==> config.mk <==
export PLATFORM = sky130hd
export DESIGN_NAME = id_ex_register
export DESIGN_NICKNAME = d
export VERILOG_FILES = /design/src/rtl/pipeline_pkg.sv /design/src/rtl/pipe_reg_sfc.sv /design/src/rtl/id_ex_register.sv
export SDC_FILE = /design/constraint.sdc
export NUM_CORES = 1
export LEC_CHECK = 0
export ABC_CLOCK_PERIOD_IN_PS = 2000
export BUFFER_PORTS_ARGS = -buffer_cell sky130_fd_sc_hd__buf_2
export CAP_MARGIN = 10
export CELL_PAD_IN_SITES_DETAIL_PLACEMENT = 0
export CELL_PAD_IN_SITES_GLOBAL_PLACEMENT = 1
export CORE_MARGIN = 10
export CORE_UTILIZATION = 37
export DETAILED_ROUTE_END_ITERATION = 10
export HOLD_SLACK_MARGIN = 0.05
export PLACE_DENSITY = 0.91
export SLEW_MARGIN = 20
export SYNTH_ARGS = -nofsm -noshare
export SYNTH_HDL_FRONTEND = slang
export SYNTH_SLANG_ARGS = --single-unit
==> constraint.sdc <==
create_clock -name clk -period 2 [get_ports clk]
set_clock_uncertainty 0.05 [all_clocks]
set_input_delay 0.4 -clock clk [delete_from_list [all_inputs] [get_ports clk]]
set_output_delay 0.4 -clock clk [all_outputs]
set_load 0.05 [all_outputs]
==> src/rtl/pipeline_pkg.sv <==
// Shared pipeline types for the decode-to-execute boundary: widths, the E-stage
// control bundle and its bubble encoding.
package pipeline_pkg;

  localparam int N    = 24;
  localparam int RA   = 4;
  localparam int ALUW = 3;

  typedef struct packed {
    logic            RegWrite;
    logic            MemWrite;
    logic            MemtoReg;
    logic            Branch;
    logic            ALUSrc;
    logic [ALUW-1:0] ALUControl;
  } ctrl_e_t;

  localparam ctrl_e_t CTRL_BUBBLE = '0;

endpackage

==> src/rtl/pipe_reg_sfc.sv <==
// Generic W-bit pipeline register with async active-low reset, stall (hold)
// and flush (load zero); flush takes priority over stall.
module pipe_reg_sfc #(
  parameter int W = 8
) (
  input  logic         clk,
  input  logic         rst_n,
  input  logic         stall,
  input  logic         flush,
  input  logic [W-1:0] d,
  output logic [W-1:0] q
);

  logic [W-1:0] data_d, data_q;

  always_comb begin
    data_d = data_q;
    if (flush)       data_d = '0;
    else if (!stall) data_d = d;
  end

  always_ff @(posedge clk or negedge rst_n) begin
    if (!rst_n) data_q <= '0;
    else        data_q <= data_d;
  end

  assign q = data_q;

endmodule

==> src/rtl/id_ex_register.sv <==
// ID/EX pipeline register with stall, flush and per-entry valid bit.
// Optional stall/flush performance counters when ID_EX_PERF_CNT_EN is defined.
module id_ex_register #(
  parameter int N    = pipeline_pkg::N,
  parameter int RA   = pipeline_pkg::RA,
  parameter int ALUW = pipeline_pkg::ALUW
) (
  input  logic            clk,
  input  logic            rst_n,
  input  logic            StallE,
  input  logic            FlushE,
  input  logic            ValidD,
  input  logic [N-1:0]    PCD,
  input  logic [N-1:0]    RD1D,
  input  logic [N-1:0]    RD2D,
  input  logic [N-1:0]    ExtImmD,
  input  logic [RA-1:0]   RdD,
  input  logic [RA-1:0]   Rs1D,
  input  logic [RA-1:0]   Rs2D,
  input  logic            RegWriteD,
  input  logic            MemWriteD,
  input  logic            MemtoRegD,
  input  logic            BranchD,
  input  logic            ALUSrcD,
  input  logic [ALUW-1:0] ALUControlD,
  output logic            ValidE,
  output logic [N-1:0]    PCE,
  output logic [N-1:0]    RD1E,
  output logic [N-1:0]    RD2E,
  output logic [N-1:0]    ExtImmE,
  output logic [RA-1:0]   RdE,
  output logic [RA-1:0]   Rs1E,
  output logic [RA-1:0]   Rs2E,
  output logic            RegWriteE,
  output logic            MemWriteE,
  output logic            MemtoRegE,
  output logic            BranchE,
  output logic            ALUSrcE,
  output logic [ALUW-1:0] ALUControlE,
  output logic            BubbleE
`ifdef ID_EX_PERF_CNT_EN
  ,
  output logic [31:0]     StallCnt,
  output logic [31:0]     FlushCnt
`endif
);

  import pipeline_pkg::*;

  logic [4*N-1:0]  data_q;
  logic [3*RA-1:0] regs_q;
  ctrl_e_t         ctrl_in, ctrl_q;
  logic            valid_d, valid_q;

  // An invalid decode slot must never carry side effects into execute.
  always_comb begin
    ctrl_in = '{RegWrite:   RegWriteD,
                MemWrite:   MemWriteD,
                MemtoReg:   MemtoRegD,
                Branch:     BranchD,
                ALUSrc:     ALUSrcD,
                ALUControl: ALUControlD};
    if (!ValidD) begin
      ctrl_in.RegWrite = CTRL_BUBBLE.RegWrite;
      ctrl_in.MemWrite = CTRL_BUBBLE.MemWrite;
      ctrl_in.Branch   = CTRL_BUBBLE.Branch;
    end
  end

  always_comb begin
    valid_d = valid_q;
    if (FlushE)      valid_d = 1'b0;
    else if (!StallE) valid_d = ValidD;
  end

  always_ff @(posedge clk or negedge rst_n) begin
    if (!rst_n) valid_q <= 1'b0;
    else        valid_q <= valid_d;
  end

  pipe_reg_sfc #(.W(4*N)) u_data (
    .clk   (clk),
    .rst_n (rst_n),
    .stall (StallE),
    .flush (FlushE),
    .d     ({PCD, RD1D, RD2D, ExtImmD}),
    .q     (data_q)
  );

  pipe_reg_sfc #(.W(3*RA)) u_regs (
    .clk   (clk),
    .rst_n (rst_n),
    .stall (StallE),
    .flush (FlushE),
    .d     ({RdD, Rs1D, Rs2D}),
    .q     (regs_q)
  );

  pipe_reg_sfc #(.W($bits(ctrl_e_t))) u_ctrl (
    .clk   (clk),
    .rst_n (rst_n),
    .stall (StallE),
    .flush (FlushE),
    .d     (ctrl_in),
    .q     (ctrl_q)
  );

  assign {PCE, RD1E, RD2E, ExtImmE} = data_q;
  assign {RdE, Rs1E, Rs2E}          = regs_q;
  assign RegWriteE   = ctrl_q.RegWrite;
  assign MemWriteE   = ctrl_q.MemWrite;
  assign MemtoRegE   = ctrl_q.MemtoReg;
  assign BranchE     = ctrl_q.Branch;
  assign ALUSrcE     = ctrl_q.ALUSrc;
  assign ALUControlE = ctrl_q.ALUControl;
  assign ValidE      = valid_q;
  assign BubbleE     = ~valid_q;

`ifdef ID_EX_PERF_CNT_EN
  logic [31:0] stall_cnt_d, stall_cnt_q;
  logic [31:0] flush_cnt_d, flush_cnt_q;

  always_comb begin
    stall_cnt_d = stall_cnt_q;
    flush_cnt_d = flush_cnt_q;
    if (FlushE)      flush_cnt_d = flush_cnt_q + 32'd1;
    else if (StallE) stall_cnt_d = stall_cnt_q + 32'd1;
  end

  always_ff @(posedge clk or negedge rst_n) begin
    if (!rst_n) begin
      stall_cnt_q <= '0;
      flush_cnt_q <= '0;
    end else begin
      stall_cnt_q <= stall_cnt_d;
      flush_cnt_q <= flush_cnt_d;
    end
  end

  assign StallCnt = stall_cnt_q;
  assign FlushCnt = flush_cnt_q;
`endif

endmodule
# Word-level counts from Yosys, hierarchy flattened
# Cells that the tools add are included.
dict set report totals {
  ff_bits 117
  inputBits 121
}
dict set report op_classes {
  eq_ne 1
  mux 10
  bitwise 1
}
# op n
set ops {}
lappend ops {{two-way mux 96 bit} 2}
lappend ops {{two-way mux 12 bit} 2}
lappend ops {{two-way mux 8 bit} 2}
lappend ops {{two-way mux 1 bit} 3}
lappend ops {{two-way mux 2 bit} 1}
lappend ops {{!= test 2 x 1 -> 1 bit, second input constant} 1}
lappend ops {{inverter 1 bit} 1}

# Depth between registers and ports, before layout
dict set report depth {
  depth_word 3
  mapped_depth 5
}

# Cells and area by module
# From an unflattened synthesis, not the netlist that was laid out.
dict set report unflattened {
  hier_cells 381
  hier_area_um2 4777.1
}
# mod instances cells_per_inst area_each_um2 seq_area_each_um2
set by_module_without_submodules {}
lappend by_module_without_submodules {{pipe_reg_sfc at u_data} 1 310 3910.0 2402.3}
lappend by_module_without_submodules {{pipe_reg_sfc at u_regs} 1 38 480.5 300.3}
lappend by_module_without_submodules {{pipe_reg_sfc at u_ctrl} 1 26 325.3 200.2}
lappend by_module_without_submodules {id_ex_register 1 7 61.3 25.0}

# Worst setup path before layout
# Ideal clock, no wire load.
dict set report synth_path {
  kind {register -> output}
  from {register valid_q (netlist: ValidE)}
  to {output port BubbleE}
  arrival_ps 963
  setup_slack_ps 587
  stages_incl_launch_ff 2
  n_path_buf 0
  cell_sequence {dfrtp_1 inv_1}
}
dict set report synth_via {
  elab_chain_len 1
}
# element line_no
set synth_rtl {}
lappend synth_rtl {{start, declared} id_ex_register.sv:53} ;# logic valid_d, valid_q;
lappend synth_rtl {{start signal, assigned} id_ex_register.sv:78} ;# else valid_q <= valid_d;
lappend synth_rtl {{inverter 1 bit} id_ex_register.sv:117} ;# assign BubbleE = ~valid_q;
lappend synth_rtl {{end, declared} id_ex_register.sv:40} ;# output logic BubbleE
# Every way passes these cells.

# Final worst setup path
# Ends and elaborated chain as after synthesis.

==> run metrics <==
run status complete, no violations; setup-violating endpoint count in the final report 0; post-route setup TNS 0 ns; GRT Util Overall 14.73%; sink count of the clock tree approximately 120; most frequent cells after synthesis sky130_fd_sc_hd__dfrtp_1 (117), sky130_fd_sc_hd__mux2i_1 (114), sky130_fd_sc_hd__nor2_1 (114); TritonRoute pass-1 iters 4; Final Hold Vio Count 0; wire length reported by the detailed router between 10000 and 15000 µm; max capacitance violation total 0; core outline area 12720 µm²; global-route wire length before repair 21310 µm; crit-path max FO 3; Avg WL per Cell approximately 17 µm; headroom to the max-slew limit 66.00%; Synth Warn # 0; share of the synthesized area in the top cell type between 60% and 70%; total power density per cell area just over 1000 nW/µm²; initial core utilization 38.08%; Max Buffers Root-to-Sink 2; antenna cell count 0; actual slew at the worst max-slew pin 0.5101 ns; end point of the critical path BubbleE; worst r2r path cells 2; crit path from ValidE; library cells used by synthesis 12; Setup crit start kind flop; wire length on met1 about 5000 µm; vias in the first global route approximately 4200; Slew Viols, Final 0; final period demand of the worst path ~1.6 ns; R2R setup slack around 1.2 ns; remaining global-route overflow 0; clock-pin slew reported for the worst setup and hold paths after clock tree synthesis roughly 0.050 ns; number of cells produced by synthesis roughly 380; vias per std cell 4.522; sequential cell area fraction in the yosys report between 60 and 70%; cell type with the largest total area after synthesis sky130_fd_sc_hd__dfrtp_1; growth of design area from synthesis to finish 39.54%; setup repair after global routing missed its margin false; kind of critical path reg2out; timing-limited maximum frequency ~640 MHz; syn avg cell area roughly 13 µm²; required time at the endpoint of the critical path 1.55 ns; DRC violation total after the first TritonRoute iteration between 90 and 100; buffer count from post-CTS setup fixing 0; FF-to-FF Start u_data.q[65]; proportion of synthesized flip-flops having asynchronous set or reset 100.0%; Routed Antenna Nets 0; destination of the worst register-to-register timing path u_data.q[65]; number of antenna violations at the first check in global routing 0; GPL Wtd Cong around 0.74; endpoint kind of the worst setup timing path output pin; I/O pins about 240; number of flops mapped to enable cells by yosys 0; Vias 3654; width of the die about 130 µm; ys flop type sky130_fd_sc_hd__dfrtp_1; largest net degree at the start of global routing around 120; portion of the clock cycle consumed by the worst path in the final layout 78.49%; routed length on met3 between 1000 and 1500 µm; most common cell in the netlist sky130_fd_sc_hd__dfrtp_1; root buffer cell sky130_fd_sc_hd__clkbuf_16; static leakage power roughly 0.004 µW; fraction of layout cells with a size suffix above 1 44.03%; highest routed layer met4; number of nets produced by synthesis approximately 500; TritonCTS Buffers 17; TritonCTS clock tree done; worst skew pair latency about 0.4 ns; placement row count 41; full die area 18070 µm²; mapped cell area just under 5000 µm²; final core utilization a little over half; met2 routed wirelength approximately 7000 µm; dpl hpwl about 10000 µm; Die H roughly 130 µm; nets approximately 740; number of levels in the clock H-tree 4; worst supply voltage drop on vdd 593.6 µV; flip-flop and latch count after synthesis between 100 and 150; input/output buffers about 240; data arrival time of the critical path ~1.1 ns; largest cells by area after synthesis sky130_fd_sc_hd__dfrtp_1 (60%), sky130_fd_sc_hd__mux2i_1 (24%), sky130_fd_sc_hd__nor2_1 (8.8%); number of remaining DRC errors 0; class of the tightest hold or removal check in2reg
-- cell type report --
cell class / count / area, µm²
Clock buffer: 19 / 452.9
Clock inverter: 13 / 180.2
Fill cell: 1161 / 5962
Inverter: 1 / 3.754
Multi-Input combinational cell: 237 / 1618
Sequential cell: 117 / 2928
Tap cell: 172 / 215.2
Timing Repair Buffer: 249 / 1363
-- registers in the layout (all words and copies together) (netlist names) --
signal and count:
ValidE 1, u_data.q 96, u_regs.q 12, u_ctrl.q 8
-- stage by stage --
stage                     instance area [µm²]  std cells  hold WS (ns)  setup WS [ns]  power [µW]
after floorplan                          4845        382       0.05441         0.5871        3409
after global placement                   6117        775        0.3233         0.5681        3749
after detailed placement                 6117        775        0.3260         0.5048        3777
after CTS                                6760        808        0.1709         0.4088        6992
after global routing                     6760        808        0.1714         0.3746        7186
final                                    6760        808        0.1891         0.4301        6896
-- placed cells by master (no fill, tap or decap), drive strengths merged --
| master | n |
|---|---|
| a21oi | 3 |
| buf | 248 |
| bufinv | 4 |
| clkbuf | 19 |
| clkinv | 3 |
| clkinvlp | 6 |
| dfrtp | 117 |
| dlygate4sd3 | 1 |
| inv | 1 |
| mux2i | 114 |
| nand2 | 3 |
| nand3b | 3 |
| nor2 | 114 |
-- metal layers --
layer	vias to the layer above	global-route usage, %
li1	1743	-
met5	-	0
met1	1757	14.69
met3	16	6.796
met2	138	26.30
met4	0	5.200
-- worst max-delay path, cell delays in order (launching register included) --
cell	delay [ns]
sky130_fd_sc_hd__dfrtp_1	0.41
sky130_fd_sc_hd__inv_1	0.06
sky130_fd_sc_hd__buf_2	0.25
-- logic make-up (layout without fill, tap and decap cells) --
kind of cell / count (synthesis) / count (layout) / share of synthesized area (%)
flip-flops: 117 / 117 / 60.43
multiplexers: 114 / 114 / 23.55
buffers and inverters: 28 / 282 / 6.172
AND/OR/NAND/NOR: 120 / 120 / 9.530
AO/OA/AOI/OAI: 3 / 3 / 0.3098
-- worst min path at each step --
stage | slack [ns] | startpoint | cells past startpoint | end
5_1_grt | 0.17 | RD2D[4] | 3 | u_data.q[28]
3_3_place_gp | 0.32 | rst_n | 1 | u_data.q[6]
4_1_cts | 0.17 | Rs1D[3] | 3 | u_regs.q[7]
6_report | 0.19 | PCD[16] | 3 | u_data.q[88]
2_1_floorplan | 0.05 | rst_n | 0 | ValidE
3_5_place_dp | 0.33 | rst_n | 1 | u_data.q[6]
-- timing repair --
action                    4_1_cts  5_1_grt
hold endpoints to repair       29        0
hold buffers                    1        0
resized for setup               0        0
-- where the power goes --
part | switching [µW] | internal [µW]
Clock | 1030 | 2140
Sequential | 69.4 | 2500
Combinational | 810 | 340
Power figures use the tool's default switching activity.
